==> config.mk <==
export PLATFORM = sky130hd
export DESIGN_NAME = alu_seq_ctrl_flat
export DESIGN_NICKNAME = d
export VERILOG_FILES = /design/src/rtl/alu_seq_ctrl_pkg.sv /design/src/rtl/alu_seq_ctrl_if.sv /design/src/rtl/alu_reg_bank.sv /design/src/rtl/alu_seq_ctrl.sv /design/src/flat_wrapper.sv
export SDC_FILE = /design/constraint.sdc
export NUM_CORES = 1
export LEC_CHECK = 0
export CAP_MARGIN = 30
export CORE_ASPECT_RATIO = 0.75
export CORE_MARGIN = 2
export CORE_UTILIZATION = 40
export DETAILED_ROUTE_END_ITERATION = 7
export PLACE_DENSITY = 0.67
export SETUP_SLACK_MARGIN = 0.4
export SYNTH_ARGS = -nofsm -noshare
export SYNTH_HDL_FRONTEND = slang
export SYNTH_SLANG_ARGS = --single-unit
==> constraint.sdc <==
create_clock -name clk -period 4.1 [get_ports clk]
set_input_delay 0.82 -clock clk [delete_from_list [all_inputs] [get_ports clk]]
set_output_delay 0.82 -clock clk [all_outputs]
set_load 0.01 [all_outputs]
==> src/rtl/alu_seq_ctrl_pkg.sv <==
// Shared encodings for the ALU sequencer: FSM states and operand-order selects.
package alu_seq_ctrl_pkg;

  localparam int ST_W  = 3;
  localparam int SEL_W = 2;
  localparam int CNT_W = 8;

  typedef enum logic [ST_W-1:0] {
    ST_IDLE  = 3'd0,
    ST_WRITE = 3'd1,
    ST_READ  = 3'd2,
    ST_EXEC  = 3'd3,
    ST_DONE  = 3'd4
  } state_e;

  // Listed as {x,y}; A is bank row 0, B is bank row 1.
  typedef enum logic [SEL_W-1:0] {
    SEL_BB = 2'b00,
    SEL_BA = 2'b01,
    SEL_AB = 2'b10,
    SEL_AA = 2'b11
  } sel_e;

endpackage

==> src/rtl/alu_seq_ctrl_if.sv <==
// Request, ALU and result signals of the sequencer bundled as one port.
interface alu_seq_ctrl_if #(
  parameter int DW  = 4,
  parameter int OPW = 3,
  parameter int RW  = 2*DW
);
  logic           in_valid;
  logic           in_ready;
  logic [DW-1:0]  in_a;
  logic [DW-1:0]  in_b;
  logic [1:0]     in_sel;
  logic [OPW-1:0] in_op;
  logic           in_reuse;

  logic [DW-1:0]  alu_x;
  logic [DW-1:0]  alu_y;
  logic [OPW-1:0] alu_op;
  logic [RW-1:0]  alu_res;

  logic           out_valid;
  logic           out_ready;
  logic [RW-1:0]  out_res;

  modport master (
    output in_valid, in_a, in_b, in_sel, in_op, in_reuse, alu_res, out_ready,
    input  in_ready, alu_x, alu_y, alu_op, out_valid, out_res
  );

  modport slave (
    input  in_valid, in_a, in_b, in_sel, in_op, in_reuse, alu_res, out_ready,
    output in_ready, alu_x, alu_y, alu_op, out_valid, out_res
  );
endinterface

==> src/rtl/alu_reg_bank.sv <==
// Two-row operand bank: row 0 holds A, row 1 holds B; read mux returns {x,y}.
module alu_reg_bank
  import alu_seq_ctrl_pkg::*;
#(
  parameter int DW = 4
) (
  input  logic          clk,
  input  logic          rst,
  input  logic          wr,
  input  logic [DW-1:0] wa,
  input  logic [DW-1:0] wb,
  input  sel_e          sel,
  output logic [DW-1:0] x,
  output logic [DW-1:0] y
);

  logic [1:0][DW-1:0] mem_q, mem_d;

  always_comb begin
    mem_d = mem_q;
    if (wr) begin
      mem_d[0] = wa;
      mem_d[1] = wb;
    end
  end

  always_ff @(posedge clk or posedge rst) begin
    if (rst) mem_q <= '0;
    else     mem_q <= mem_d;
  end

  always_comb begin
    x = mem_q[0];
    y = mem_q[0];
    unique case (sel)
      SEL_BB: begin x = mem_q[1]; y = mem_q[1]; end
      SEL_BA: begin x = mem_q[1]; y = mem_q[0]; end
      SEL_AB: begin x = mem_q[0]; y = mem_q[1]; end
      SEL_AA: begin x = mem_q[0]; y = mem_q[0]; end
      default: ;
    endcase
  end

endmodule

==> src/rtl/alu_seq_ctrl.sv <==
// Sequencer: accept request, load bank, pick operand order, run ALU, hold result until taken.
module alu_seq_ctrl
  import alu_seq_ctrl_pkg::*;
#(
  parameter int DW  = 4,
  parameter int OPW = 3,
  parameter int RW  = 2*DW
) (
  input  logic             clk,
  input  logic             rst,
  alu_seq_ctrl_if.slave    bus,
  output logic [CNT_W-1:0] op_count
);

  state_e             state_q, state_d;
  logic [DW-1:0]      a_q, a_d, b_q, b_d;
  sel_e               sel_q, sel_d;
  logic [OPW-1:0]     op_q, op_d;
  logic [DW-1:0]      x_q, x_d, y_q, y_d;
  logic [RW-1:0]      res_q, res_d;
  logic [CNT_W-1:0]   cnt_q, cnt_d;

  logic               bank_wr;
  logic [DW-1:0]      bank_x, bank_y;

  alu_reg_bank #(.DW(DW)) u_bank (
    .clk (clk),
    .rst (rst),
    .wr  (bank_wr),
    .wa  (a_q),
    .wb  (b_q),
    .sel (sel_q),
    .x   (bank_x),
    .y   (bank_y)
  );

  // Handshake outputs depend only on state, never on in_valid/out_ready.
  always_comb begin
    state_d       = state_q;
    a_d           = a_q;
    b_d           = b_q;
    sel_d         = sel_q;
    op_d          = op_q;
    x_d           = x_q;
    y_d           = y_q;
    res_d         = res_q;
    cnt_d         = cnt_q;
    bank_wr       = 1'b0;
    bus.in_ready  = 1'b0;
    bus.out_valid = 1'b0;
    bus.alu_x     = '0;
    bus.alu_y     = '0;
    bus.alu_op    = '0;

    unique case (state_q)
      ST_IDLE: begin
        bus.in_ready = 1'b1;
        if (bus.in_valid) begin
          a_d     = bus.in_a;
          b_d     = bus.in_b;
          sel_d   = sel_e'(bus.in_sel);
          op_d    = bus.in_op;
          state_d = bus.in_reuse ? ST_READ : ST_WRITE;
        end
      end
      ST_WRITE: begin
        bank_wr = 1'b1;
        state_d = ST_READ;
      end
      ST_READ: begin
        x_d     = bank_x;
        y_d     = bank_y;
        state_d = ST_EXEC;
      end
      ST_EXEC: begin
        bus.alu_x  = x_q;
        bus.alu_y  = y_q;
        bus.alu_op = op_q;
        res_d      = bus.alu_res;
        state_d    = ST_DONE;
      end
      ST_DONE: begin
        bus.out_valid = 1'b1;
        if (bus.out_ready) begin
          cnt_d   = cnt_q + 1'b1;
          state_d = ST_IDLE;
        end
      end
      default: state_d = ST_IDLE;
    endcase
  end

  always_ff @(posedge clk or posedge rst) begin
    if (rst) begin
      state_q <= ST_IDLE;
      a_q     <= '0;
      b_q     <= '0;
      sel_q   <= SEL_BB;
      op_q    <= '0;
      x_q     <= '0;
      y_q     <= '0;
      res_q   <= '0;
      cnt_q   <= '0;
    end else begin
      state_q <= state_d;
      a_q     <= a_d;
      b_q     <= b_d;
      sel_q   <= sel_d;
      op_q    <= op_d;
      x_q     <= x_d;
      y_q     <= y_d;
      res_q   <= res_d;
      cnt_q   <= cnt_d;
    end
  end

  assign bus.out_res = res_q;
  assign op_count    = cnt_q;

endmodule

==> src/flat_wrapper.sv <==
// flat-port wrapper written by rule: the top's interface ports become plain ports
module alu_seq_ctrl_flat import alu_seq_ctrl_pkg::*;
#(
  parameter int DW  = 4,
  parameter int OPW = 3,
  parameter int RW  = 2*DW
)
  (clk, rst, op_count, bus_in_valid, bus_in_a, bus_in_b, bus_in_sel, bus_in_op, bus_in_reuse, bus_alu_res, bus_out_ready, bus_in_ready, bus_alu_x, bus_alu_y, bus_alu_op, bus_out_valid, bus_out_res);
  alu_seq_ctrl_if #(.DW(DW), .OPW(OPW), .RW(RW)) bus_i ();
  input  logic clk;
  input  logic rst;
  output logic [CNT_W-1:0] op_count;
  input wire logic [$bits(bus_i.in_valid)-1:0] bus_in_valid;
  input wire logic [$bits(bus_i.in_a)-1:0] bus_in_a;
  input wire logic [$bits(bus_i.in_b)-1:0] bus_in_b;
  input wire logic [$bits(bus_i.in_sel)-1:0] bus_in_sel;
  input wire logic [$bits(bus_i.in_op)-1:0] bus_in_op;
  input wire logic [$bits(bus_i.in_reuse)-1:0] bus_in_reuse;
  input wire logic [$bits(bus_i.alu_res)-1:0] bus_alu_res;
  input wire logic [$bits(bus_i.out_ready)-1:0] bus_out_ready;
  output wire logic [$bits(bus_i.in_ready)-1:0] bus_in_ready;
  output wire logic [$bits(bus_i.alu_x)-1:0] bus_alu_x;
  output wire logic [$bits(bus_i.alu_y)-1:0] bus_alu_y;
  output wire logic [$bits(bus_i.alu_op)-1:0] bus_alu_op;
  output wire logic [$bits(bus_i.out_valid)-1:0] bus_out_valid;
  output wire logic [$bits(bus_i.out_res)-1:0] bus_out_res;
  assign bus_i.in_valid = bus_in_valid;
  assign bus_i.in_a = bus_in_a;
  assign bus_i.in_b = bus_in_b;
  assign bus_i.in_sel = bus_in_sel;
  assign bus_i.in_op = bus_in_op;
  assign bus_i.in_reuse = bus_in_reuse;
  assign bus_i.alu_res = bus_alu_res;
  assign bus_i.out_ready = bus_out_ready;
  assign bus_in_ready = bus_i.in_ready;
  assign bus_alu_x = bus_i.alu_x;
  assign bus_alu_y = bus_i.alu_y;
  assign bus_alu_op = bus_i.alu_op;
  assign bus_out_valid = bus_i.out_valid;
  assign bus_out_res = bus_i.out_res;
  alu_seq_ctrl #(.DW(DW), .OPW(OPW), .RW(RW)) u_core (.clk(clk), .rst(rst), .bus(bus_i), .op_count(op_count));
endmodule
After elaboration in Yosys (flattened, before gate mapping)
Index checks and enable logic that the tools add are counted.
{"block": "classes", "addsub": 1, "n_eq_ne": 9, "mux": 12, "reduce_logical": 9}
{"op": "4-bit one-hot mux with 2 select lines", "count": 2}
{"op": "3-bit one-hot mux with 5 select lines", "count": 1}
{"op": "3-bit 2-to-1 mux", "count": 3}
{"op": "8-bit by 1-bit adder with 8-bit output, second input constant", "count": 1}
{"op": "4-bit 2-to-1 mux", "count": 2}
{"op": "2-bit OR reduction", "count": 4}
{"op": "3-bit by 2-bit equality test with 1-bit output, second input constant", "count": 2}
{"op": "2-bit AND reduction", "count": 3}
{"op": "2-bit equality test, second input constant", "count": 2}
{"op": "2-bit != test, second input constant", "count": 2}
{"op": "3-bit by 1-bit equality test with 1-bit output, second input constant", "count": 1}
{"op": "3-bit equality test, second input constant", "count": 1}
{"op": "3-bit zero test", "count": 1}
{"op": "1-bit 2-to-1 mux", "count": 3}
{"op": "2-bit by 1-bit equality test with 1-bit output, second input constant", "count": 1}
{"op": "2-bit zero test", "count": 1}
{"op": "2-bit 2-to-1 mux", "count": 1}
{"block": "totals", "regBits": 48, "wordCells": 42}

Longest topological paths before layout
Gate-level depths: netlist (run 1).
{"block": "logic_depth", "ltp_word": 3, "depth_mapped": 5}

By module
From an unflattened synthesis (run 1), not the netlist that was laid out.
{"block": "unflattened", "hier_cells": 148, "area_unflattened_um2": 2158.3}
{"module": "alu_seq_ctrl", "instances": 1, "cells_per_inst": 122, "area_each_um2": 1732.9}
{"module": "alu_reg_bank", "instances": 1, "cells_per_inst": 26, "area_each_um2": 425.4}

Worst setup path before layout (run 1)
No wires, ideal clock.
{"block": "synth_path", "kind": "register to output", "from": "reg u_core.state_q[2]", "to": "out bus_alu_op[0]", "arrival_ps": 1002, "required_ps": 3280, "slack_ps": 2278, "path_stages_with_launch": 5, "cell_sequence": "dfrtp_1 buf_6 nor2_1 clkbuf_1 and2_1"}
{"block": "synth_via", "elab_chain_cells": 2}
{"item": "start: declaration", "line_no": "alu_seq_ctrl.sv:15", "text": "state_e state_q, state_d;"}
{"item": "start signal: assignment", "line_no": "alu_seq_ctrl.sv:105", "text": "state_q <= state_d;"}
{"item": "3-bit by 2-bit equality test with 1-bit output", "line_no": "alu_seq_ctrl.sv:55", "text": "unique case (state_q)"}
{"item": "3-bit 2-to-1 mux", "line_no": "alu_seq_ctrl.sv:55"}
{"item": "end: declaration", "line_no": "flat_wrapper.sv:24", "text": "output wire logic [$bits(bus_i.alu_op)-1:0] bus_alu_op;"}
Every way passes these cells.

Final worst setup path (run 1)
{"block": "layout_path", "from": "reg u_core.state_q[1]", "to": "out bus_alu_x[3]"}
{"block": "layout_via", "elab_chain_cells": 2}
{"item": "3-bit by 2-bit equality test with 1-bit output", "line_no": "alu_seq_ctrl.sv:55"}
{"item": "4-bit 2-to-1 mux", "line_no": "alu_seq_ctrl.sv:55"}
{"item": "end: declaration", "line_no": "flat_wrapper.sv:22", "text": "output wire logic [$bits(bus_i.alu_x)-1:0] bus_alu_x;"}
Every way passes these cells.

==> results_dict.tcl, run 1 <==
set metrics [dict create \
    hold_path_class "reg2reg" \
    post-route-period-util_pct 79.16 \
    placed_area_mm2 0.002663 \
    cts_setup_buffers 0 \
    vdd_drop_max_uv 288.3 \
    holdBufCountCts 0 \
    p_per_area_mw_per_mm2 719.8 \
    overflow 0 \
    cts_made_buffers 5 \
    vias_per_cell 4.704 \
    wirelength_um 4083 \
    grt_pass1_vias 1355 \
    fill_cells 420 \
    final_cell_area_mm2 0.002794 \
    fmax_mhz 308.1 \
    seqCellArea_mm2 0.001201 \
    outcome "finished clean" \
    post-route-util_pct 56.08 \
    path_clk_slew_ps 90 \
    ys_warn_count 0 \
    drc_errors 0 \
    worstPathRequired_ps 3280 \
    syn_area_per_cell_um2 13.32 \
    vias 1336 \
    die_y_um 66.82 \
    cts_sinks 48 \
    setup_ws_ps 854.5 \
    dieArea_mm2 0.005863 \
    tightest_slew_ps 882.6 \
    drv_slew 0 \
    num_rows 22 \
    grt_pass1_wl_um 6561 \
    detailed_place_hpwl_um 3001 \
    first_iter_violations 30 \
    cts.path.max_buffers 2 \
    crit_type "reg2out" \
    yosysSeqAreaShare_pct 57.07 \
    antenna_found_initial 0 \
    initial_core_util_pct 42.24 \
    grt_max_degree 49 \
    antenna_left 0 \
    fin_crit_ps 3246 \
    multi_input_area_um2 812.0 \
    drive_above_1_share_pct 21.70 \
    rsz0062_at_grt "no" \
    io_buffers 54 \
    die_x_um 87.76 \
    critPathMaxFanout 11 \
    placedCellCount 275 \
    syn_area_mm2 0.002105 \
    preCtsSetupSlack_ps 1192 \
    gp_routability_congestion 0.7717 \
    routedWlPerCell_um 14.38 \
    coreArea_mm2 0.004982 \
    final_cells 284 \
    start_kind "register" \
    boundaryPins 55 \
    setup_viol_count_final 0 \
    synth.ff_latch_count 48 \
    clockRootBuffer "clkbuf_8" \
    h-tree-depth 2 \
    max_slew_margin_pct 40.90 \
    syn-num-nets 185 \
    netlist_instances 158 \
    critPathCaptureType "output pin" \
    maxCapViolations 0 \
    cts_resized 0 \
    fin_tns_setup_ps 0 \
    synth.distinct_cells 28 \
    cp.arrival_ps 2430 \
    first_pass_iters 4 \
    finClkSkew_ps 6.272 \
    n_antenna_cell 0 \
    final_hold_viol_count 0 \
    cts_tree "built" \
    flow.area_growth_from_synthesis_pct 32.76 \
    worstSkewPairLatency_ps 300 \
    layout.nets 238 \
    grtUsageTotal_pct 15.01 \
    p_leak_nw 1.211 \
]
==> layout make-up <==
class	count	share of cell area (%)
multi-input combinational	97	29.06
clock inverter	3	1.523
sequential	48	42.99
tap	72	3.224
clock buffer	5	2.463
inverter	3	0.4030
timing repair buffer	56	20.33
==> logic make-up after synthesis <==
| group | Yosys count | synth area share, % |
|---|---|---|
| AOI/OAI and AO/OA | 12 | 3.210 |
| xor gates and xnor gates | 7 | 2.913 |
| adders and majority gates | 1 | 0.5944 |
| buffers and inverters | 13 | 4.340 |
| DFF | 48 | 57.07 |
| muxes | 38 | 19.86 |
| and+or+nand+nor | 39 | 12.01 |
==> critical path: stages, from the launching register on <==
cell	delay (ps)
dfrtp_1	590
nand2_1	100
nor2_1	480
buf_4	290
and2_1	140
clkdlybuf4s50_1	530
==> sequential cells by signal, summed over array words and instances, names as in the netlist <==
signal               count
u_core.bus.out_res       8
u_core.op_count          8
u_core.u_bank.mem_q      8
u_core.a_q               4
u_core.b_q               4
u_core.x_q               4
u_core.y_q               4
u_core.op_q              3
u_core.state_q           3
u_core.sel_q             2
==> synthesized netlist by cell type <==
| cell type | n | area (um2) |
|---|---|---|
| nand2_1 | 3 | 11.26 |
| a21o_1 | 1 | 7.510 |
| nor3_1 | 3 | 15.01 |
| and2_1 | 11 | 68.82 |
| inv_1 | 3 | 11.26 |
| nor3b_1 | 1 | 7.510 |
| buf_1 | 2 | 7.510 |
| buf_4 | 1 | 7.510 |
| nor3b_4 | 1 | 18.77 |
| nor2_1 | 11 | 41.29 |
| and3_1 | 1 | 6.260 |
| buf_6 | 5 | 56.30 |
| nor4_4 | 1 | 21.27 |
| nor3_4 | 1 | 16.27 |
| nand3_1 | 3 | 15.01 |
| dfrtp_1 | 48 | 1201 |
| a21oi_1 | 9 | 45.04 |
| xor2_1 | 6 | 52.55 |
| a211oi_1 | 2 | 15.01 |
| ha_1 | 1 | 12.51 |
| clkbuf_1 | 1 | 3.750 |
| xnor2_1 | 1 | 8.760 |
| nand4bb_1 | 1 | 11.26 |
| mux2i_1 | 8 | 80.08 |
| mux2_2 | 30 | 337.8 |
| buf_2 | 1 | 5.000 |
| nor3b_2 | 1 | 12.51 |
| and2_2 | 1 | 7.510 |
==> final timing paths <==
| path | from | end | slack, ps | cells after the start |
|---|---|---|---|---|
| setup / recovery | u_core.state_q[1]$_DFFE_PP0P_ | bus_alu_x[3] | 850 | 5 |
| hold / removal | u_core.op_count[7]$_DFFE_PP0P_ | u_core.op_count[7]$_DFFE_PP0P_ | 470 | 1 |
| setup reg to reg | u_core.state_q[1]$_DFFE_PP0P_ | u_core.bus.out_res[4]$_DFFE_PP0N_ | 2170 | 4 |
| hold reg to reg | u_core.op_count[7]$_DFFE_PP0P_ | u_core.op_count[7]$_DFFE_PP0P_ | 470 | 1 |
| max in group asynchronous | rst | u_core.bus.out_res[4]$_DFFE_PP0N_ | 2890 | 3 |
| min in group asynchronous | rst | u_core.op_q[2]$_DFFE_PP0P_ | 750 | 2 |
==> layer usage <==
metal / GRT usage (%) / share of wire, %
met1: 20.00 / 47
met2: 23.20 / 45
met3: 5.452 / 7.1
met4: 4.038 / 0.64
met5: 0 / 0
==> through the flow <==
stage          power [mW]  hold slack (ps)
2_1_floorplan       1.399            472.0
3_3_place_gp        1.653            458.6
3_5_place_dp        1.693            457.4
4_1_cts             2.030            472.9
5_1_grt             2.162            487.4
6_report            2.011            467.1
==> cell usage in the layout, fill, tap and decap left out, drive strengths merged, types with 2 or more instances in the layout <==
cell,count
inv,3
buf,2
mux2i,8
nor3b,3
nor2,11
clkbuf,5
nor3,4
a21oi,9
mux2,30
nand2,3
xor2,6
clkdlybuf4s50,54
and2,12
dfrtp,48
a211oi,2
nand3,3
==> power by group <==
| part | switching [mW] | internal, mW |
|---|---|---|
| registers | 0.188 | 0.694 |
| clock network | 0.152 | 0.180 |
| logic | 0.310 | 0.486 |
Power figures use the tool's default switching activity.
==> run 2: changes to the inputs <==
PLACE_DENSITY = 0.69   (was 0.67)
clock period = 2.76 ns   (was 4.1 ns; I/O delays follow)
==> run 2 against run 1 <==
  * First-iteration DRC count grew 23%
  * Critical endpoint is now bus_alu_x[0]
  * Critical path type unchanged
  * Clock power increased by 24%
  * Utilization increased by 1.5 points
  * Sequential share of layout area decreased by 0.96 points
  * Via count rose by 2.8%
  * Combinational power increased by 66%
  * Sequential power up 44%
  * Worst hold slack better by 8.9 ps
==> results_dict.tcl, run 2 (synthesis gave the netlist of run 1 again) <==
set metrics [dict create \
    outcome "finished clean" \
    antenna_found_initial 0 \
    h-tree-depth 2 \
    cts_made_buffers 5 \
    antenna_left 0 \
    hold_path_class "reg2reg" \
    grt_pass1_vias 1477 \
    clockRootBuffer "clkbuf_8" \
    routedWlPerCell_um 13.98 \
    met1_usage_pct 18.45 \
    flow.area_growth_from_synthesis_pct 36.21 \
    grt_pass1_wl_um 6858 \
    initial_core_util_pct 42.24 \
    worstSetupStartpoint "u_core.state_q[1]$_DFFE_PP0P_" \
    drive_above_1_share_pct 25.79 \
    preCtsSetupSlack_ps 555.6 \
    p_leak_nw 1.332 \
    dieArea_mm2 0.005863 \
    clkPwrFrac_pct 13.7 \
    cts_sinks 48 \
    crit_path_end "bus_alu_x[0]" \
    critPathCaptureType "output pin" \
    gp_routability_congestion 0.7387 \
    hold_slack_ps 476.1 \
    worstSkewPairLatency_ps 290 \
    rrSetupSlack_ps 1090 \
    cp.arrival_ps 1740 \
    rr_worst_depth 4 \
    final_hold_viol_count 0 \
    io_buffers 54 \
    n_antenna_cell 0 \
    r2r-end "u_core.a_q[0]$_DFFE_PP0P_" \
    p_int_mw 2.041 \
    overflow 0 \
    first_iter_violations 37 \
    swShare_pct 32.02 \
    most-common-layout-cells "clkdlybuf4s50_1 (49), dfrtp_1 (45), mux2_2 (30), and2_1 (11), nor2_1 (10)" \
    setup_ws_ps 469.8 \
    top_usage_layer "met2" \
    finClkSkew_ps 4.884 \
    coreArea_mm2 0.004982 \
    layout.nets 247 \
    fin_tns_setup_ps 0 \
    wirelength_um 4097 \
    die_x_um 87.76 \
    drc_errors 0 \
    grtUsageTotal_pct 15.22 \
    use_met2_pct 27.18 \
    rsz0062_at_grt "yes" \
    cts_tree "built" \
    grt_max_degree 49 \
    p_switching_uw 961.4 \
    boundaryPins 55 \
    holdBufCountCts 0 \
    start_kind "register" \
    vias 1374 \
    vdd_drop_max_uv 478.7 \
    r2r-start "u_core.state_q[2]$_DFFE_PP0P_" \
    first_pass_iters 4 \
    vias_per_cell 4.689 \
    p_per_area_mw_per_mm2 1047 \
    worstPathRequired_ps 2210 \
    pwr-share-comb_pct 43.9 \
    maxCapViolations 0 \
    tightest_slew_ps 833.7 \
    max_slew_margin_pct 44.18 \
    path_clk_slew_ps 80 \
    crit_type "reg2out" \
    use_met3_pct 4.337 \
    seqCellArea_mm2 0.001205 \
    fmax_mhz 436.7 \
    fill_cells 402 \
    fin_crit_ps 2290 \
    die_y_um 66.82 \
    critPathMaxFanout 10 \
    num_rows 22 \
    setup_viol_count_final 0 \
    detailed_place_hpwl_um 2881 \
    post-route-period-util_pct 82.98 \
    seqPwrFrac_pct 42.4 \
    multi_input_area_um2 814.5 \
    layout_commonest_cell "clkdlybuf4s50_1" \
    cts.path.max_buffers 2 \
    drv_slew 0 \
]
## run 2: cell types whose count changed in the layout (fill, tap and decap cells not counted), sizes merged
cell / previous run / this run
clkinv: 1 / 0
bufinv: 1 / 0
clkinvlp: 1 / 0
dlymetal6s2s: 0 / 5
clkbuf: 5 / 8
clkdlybuf4s50: 54 / 49
buf: 2 / 11
## run 2: cell type report
cell class                 instances  share of cell area (%)
sequential                        48                   42.03
multi-input combinational         97                   28.42
timing repair buffer              65                   22.87
clock buffer                       8                   3.143
inverter                           3                  0.3928
tap                               72                   3.143
## run 2: critical path, stage by stage (launching register included)
cell,delay [ps]
dfrtp_2,410
nand2_1,80
nor2_2,140
buf_6,150
and2_1,140
clkdlybuf4s50_1,530
## run 2: layer usage
metal	up-vias	wire length, um	share of wire [%]
li1	660	-	-
met1	675	1796	44
met2	37	2058	50
met3	2	234	5.7
met4	0	7	0.17
met5	-	0	0
## run 2: metrics by stage
stage	util, %	total power [mW]	area [um2]	instances
finish	57.53	3.002	2867	293
global route	57.53	3.234	2867	293
floorplan	-	2.079	2105	158
detailed placement	53.59	2.524	2670	276
CTS	56.23	3.007	2801	289
global placement	53.59	2.456	2670	276
## run 2: what timing repair did
item | 4_1_cts | 5_1_grt
setup buffers | 5 | 3
setup endpoints to repair | 12 | 9
resized for setup | 3 | 8
## run 2: worst min path at each step
stage	startpoint	endpoint	slack [ps]	depth (start not counted)
after floorplan	u_core.op_q[0]$_DFFE_PP0P_	u_core.op_q[0]$_DFFE_PP0P_	470	1
after global placement	u_core.op_count[7]$_DFFE_PP0P_	u_core.op_count[7]$_DFFE_PP0P_	470	1
after detailed placement	u_core.op_count[7]$_DFFE_PP0P_	u_core.op_count[7]$_DFFE_PP0P_	460	1
after CTS	u_core.op_count[7]$_DFFE_PP0P_	u_core.op_count[7]$_DFFE_PP0P_	470	1
after global routing	u_core.op_count[7]$_DFFE_PP0P_	u_core.op_count[7]$_DFFE_PP0P_	510	1
final	u_core.op_count[7]$_DFFE_PP0P_	u_core.op_count[7]$_DFFE_PP0P_	480	1
## run 2: power by group through the flow
stage	sequential [mW]	clock (mW)	combinational [mW]
6_report	1.27	0.411	1.32
5_1_grt	1.32	0.465	1.45
4_1_cts	1.27	0.433	1.30
3_5_place_dp	1.33	0	1.20
3_3_place_gp	1.30	0	1.16
2_1_floorplan	1.22	0	0.860
==> run 3: changes to the inputs <==
clock period = 2.1 ns   (was 2.76 ns; I/O delays follow)
==> run 3 against run 2 <==
  * Non-clock buffer count increased by 9
  * Design area grew 5.0%
  * Utilization up 2.9 points
  * Clock power rose by 70%
  * Clock skew rose by 3.3 ps
  * Power up 45%
  * Global-route usage is 1.1 points higher
  * Die area unchanged
  * Routed wire length rose by 6.7%
  * Combinational power increased by 52%
  * Flip-flop and latch count did not move
  * Worst hold slack worse by 120 ps
  * Critical path type unchanged
  * Critical endpoint is now bus_in_ready
  * Largest power group unchanged
  * Highest routed layer unchanged
==> results_dict.tcl, run 3 (synthesis gave the netlist of run 1 again) <==
set metrics [dict create \
    outcome "finished clean" \
    fill_cells 389 \
    num_rows 22 \
    routedWlPerCell_um 14.48 \
    dieArea_mm2 0.005863 \
    gp_routability_congestion 0.7924 \
    seqPwrFrac_pct 38.0 \
    worstSkewPairLatency_ps 300 \
    critPathCaptureType "output pin" \
    tightest_slew_ps 283.2 \
    rsz0062_at_grt "yes" \
    most-common-layout-cells "dfrtp_1 (47), clkdlybuf4s50_1 (39), mux2_2 (30), buf_6 (14), buf_4 (11)" \
    drive_above_1_share_pct 39.13 \
    cp_cell_sequence "buf_4, buf_6, nor3_4, buf_2" \
    cts_tree "built" \
    die_x_um 87.76 \
    p_per_area_mw_per_mm2 1445 \
    vdd_drop_max_uv 629.2 \
    cts.path.max_buffers 2 \
    clockRootBuffer "clkbuf_8" \
    placed_area_mm2 0.002713 \
    grt_pass1_vias 1479 \
    antenna_found_initial 0 \
    hold_path_class "in2async" \
    layout.nets 256 \
    vias 1414 \
    worstPathRequired_ps 1680 \
    overflow 0 \
    p_leak_nw 1.406 \
    drc_errors 0 \
    boundaryPins 55 \
    cp_slowest_stage_delay_ps 410 \
    p_int_mw 2.958 \
    first_pass_iters 4 \
    io_buffers 54 \
    p_switching_mw 1.392 \
    first_iter_violations 64 \
    finClkSkew_ps 8.185 \
    fin_tns_setup_ps 0 \
    grtUsageTotal_pct 16.33 \
    detailed_place_hpwl_um 2937 \
    h-tree-depth 2 \
    cp.arrival_ps 1340 \
    vias_per_cell 4.682 \
    total_power_mw 4.351 \
    coreArea_mm2 0.004982 \
    layout_commonest_cell "dfrtp_1" \
    final_hold_viol_count 0 \
    fin_crit_ps 1758 \
    wirelength_um 4372 \
    maxCapViolations 0 \
    swShare_pct 32.01 \
    critPathMaxFanout 6 \
    post-route-util_pct 60.42 \
    path_clk_slew_ps 90 \
    drv_slew 0 \
    crit_type "reg2out" \
    post-route-period-util_pct 83.73 \
    grt_pass1_wl_um 7182 \
    clkPwrFrac_pct 16.1 \
    max_slew_margin_pct 81.11 \
    fmax_mhz 568.7 \
    final_cell_area_mm2 0.003010 \
    cpMaxStageDelayCell "dfrtp_1" \
    grt_max_degree 41 \
    flow.area_growth_from_synthesis_pct 43.04 \
    cts_sinks 48 \
    setup_viol_count_final 0 \
    antenna_left 0 \
    cts_made_buffers 5 \
    placedCellCount 280 \
    final_cells 302 \
    start_kind "register" \
    die_y_um 66.82 \
    pwr-share-comb_pct 45.9 \
    initial_core_util_pct 42.24 \
    n_antenna_cell 0 \
]
run 3: cell count changes in the layout (fill, tap and decap cells not counted), sizes merged:
cell,change
bufinv,+1
clkinv,+1
clkdlybuf4s50,-10
dlymetal6s2s,-3
buf,+22
clkbuf,-2
run 3: per-stage QoR:
stage	setup slack [ps]	hold slack, ps
CTS	351.5	349.9
detailed placement	155.9	476.4
finish	341.6	351.1
global route	285.1	360.7
floorplan	535.5	472.0
global placement	153.3	479.6
run 3: area by class of cell:
class,instances,area [um2],area share (%)
flip-flops and latches,48,1202,39.94
multi-input cells,97,859.6,28.55
repair buffers,74,725.7,24.11
well taps,72,90.09,2.993
clock buffers,6,82.58,2.743
clock inverters,2,38.79,1.288
inverters,3,11.26,0.3741
run 3: path summary, 6_finish.rpt:
path,start,end,slack (ps),cells after the start
max,u_core.state_q[1]$_DFFE_PP0P_,bus_in_ready,340,4
min in group clk,u_core.op_count[7]$_DFFE_PP0P_,u_core.op_count[7]$_DFFE_PP0P_,480,1
min reg2reg,u_core.op_count[7]$_DFFE_PP0P_,u_core.op_count[7]$_DFFE_PP0P_,480,1
max reg2reg,u_core.state_q[1]$_DFFE_PP0P_,u_core.sel_q[1]$_DFFE_PP0P_,470,5
min,rst,u_core.bus.out_res[4]$_DFFE_PP0N_,350,2
max in group asynchronous,rst,u_core.state_q[2]$_DFFE_PP0P_,1280,3
run 3: routing by layer:
| metal | part of all wire [%] | track usage [%] | vias to the layer above |
|---|---|---|---|
| met5 | 0 | 0 | - |
| met4 | 0.82 | 3.846 | 0 |
| met3 | 5.2 | 4.213 | 5 |
| met2 | 48 | 27.27 | 41 |
| met1 | 46 | 21.39 | 687 |
| li1 | - | - | 681 |
run 3: critical path: cells and delay by family, from the launching register on:
kind,cells,cell delay [ps]
buffers and inverters,3,450
flip-flops,1,410
AND/OR/NAND/NOR,1,180
run 3: power groups by stage:
stage	clock network (mW)	logic, mW	registers [mW]
6_report	0.699	2.00	1.65
5_1_grt	0.768	2.17	1.72
4_1_cts	0.716	1.90	1.66
3_5_place_dp	0	1.68	1.70
3_3_place_gp	0	1.61	1.67
2_1_floorplan	0	1.13	1.60
run 3: timing repair:
action	in CTS	in global routing
cloned	2	0
endpoints found under the setup margin	16	41
resized for setup	74	12
pin swaps	10	2
hold buffers	0	0
buffers inserted	8	4
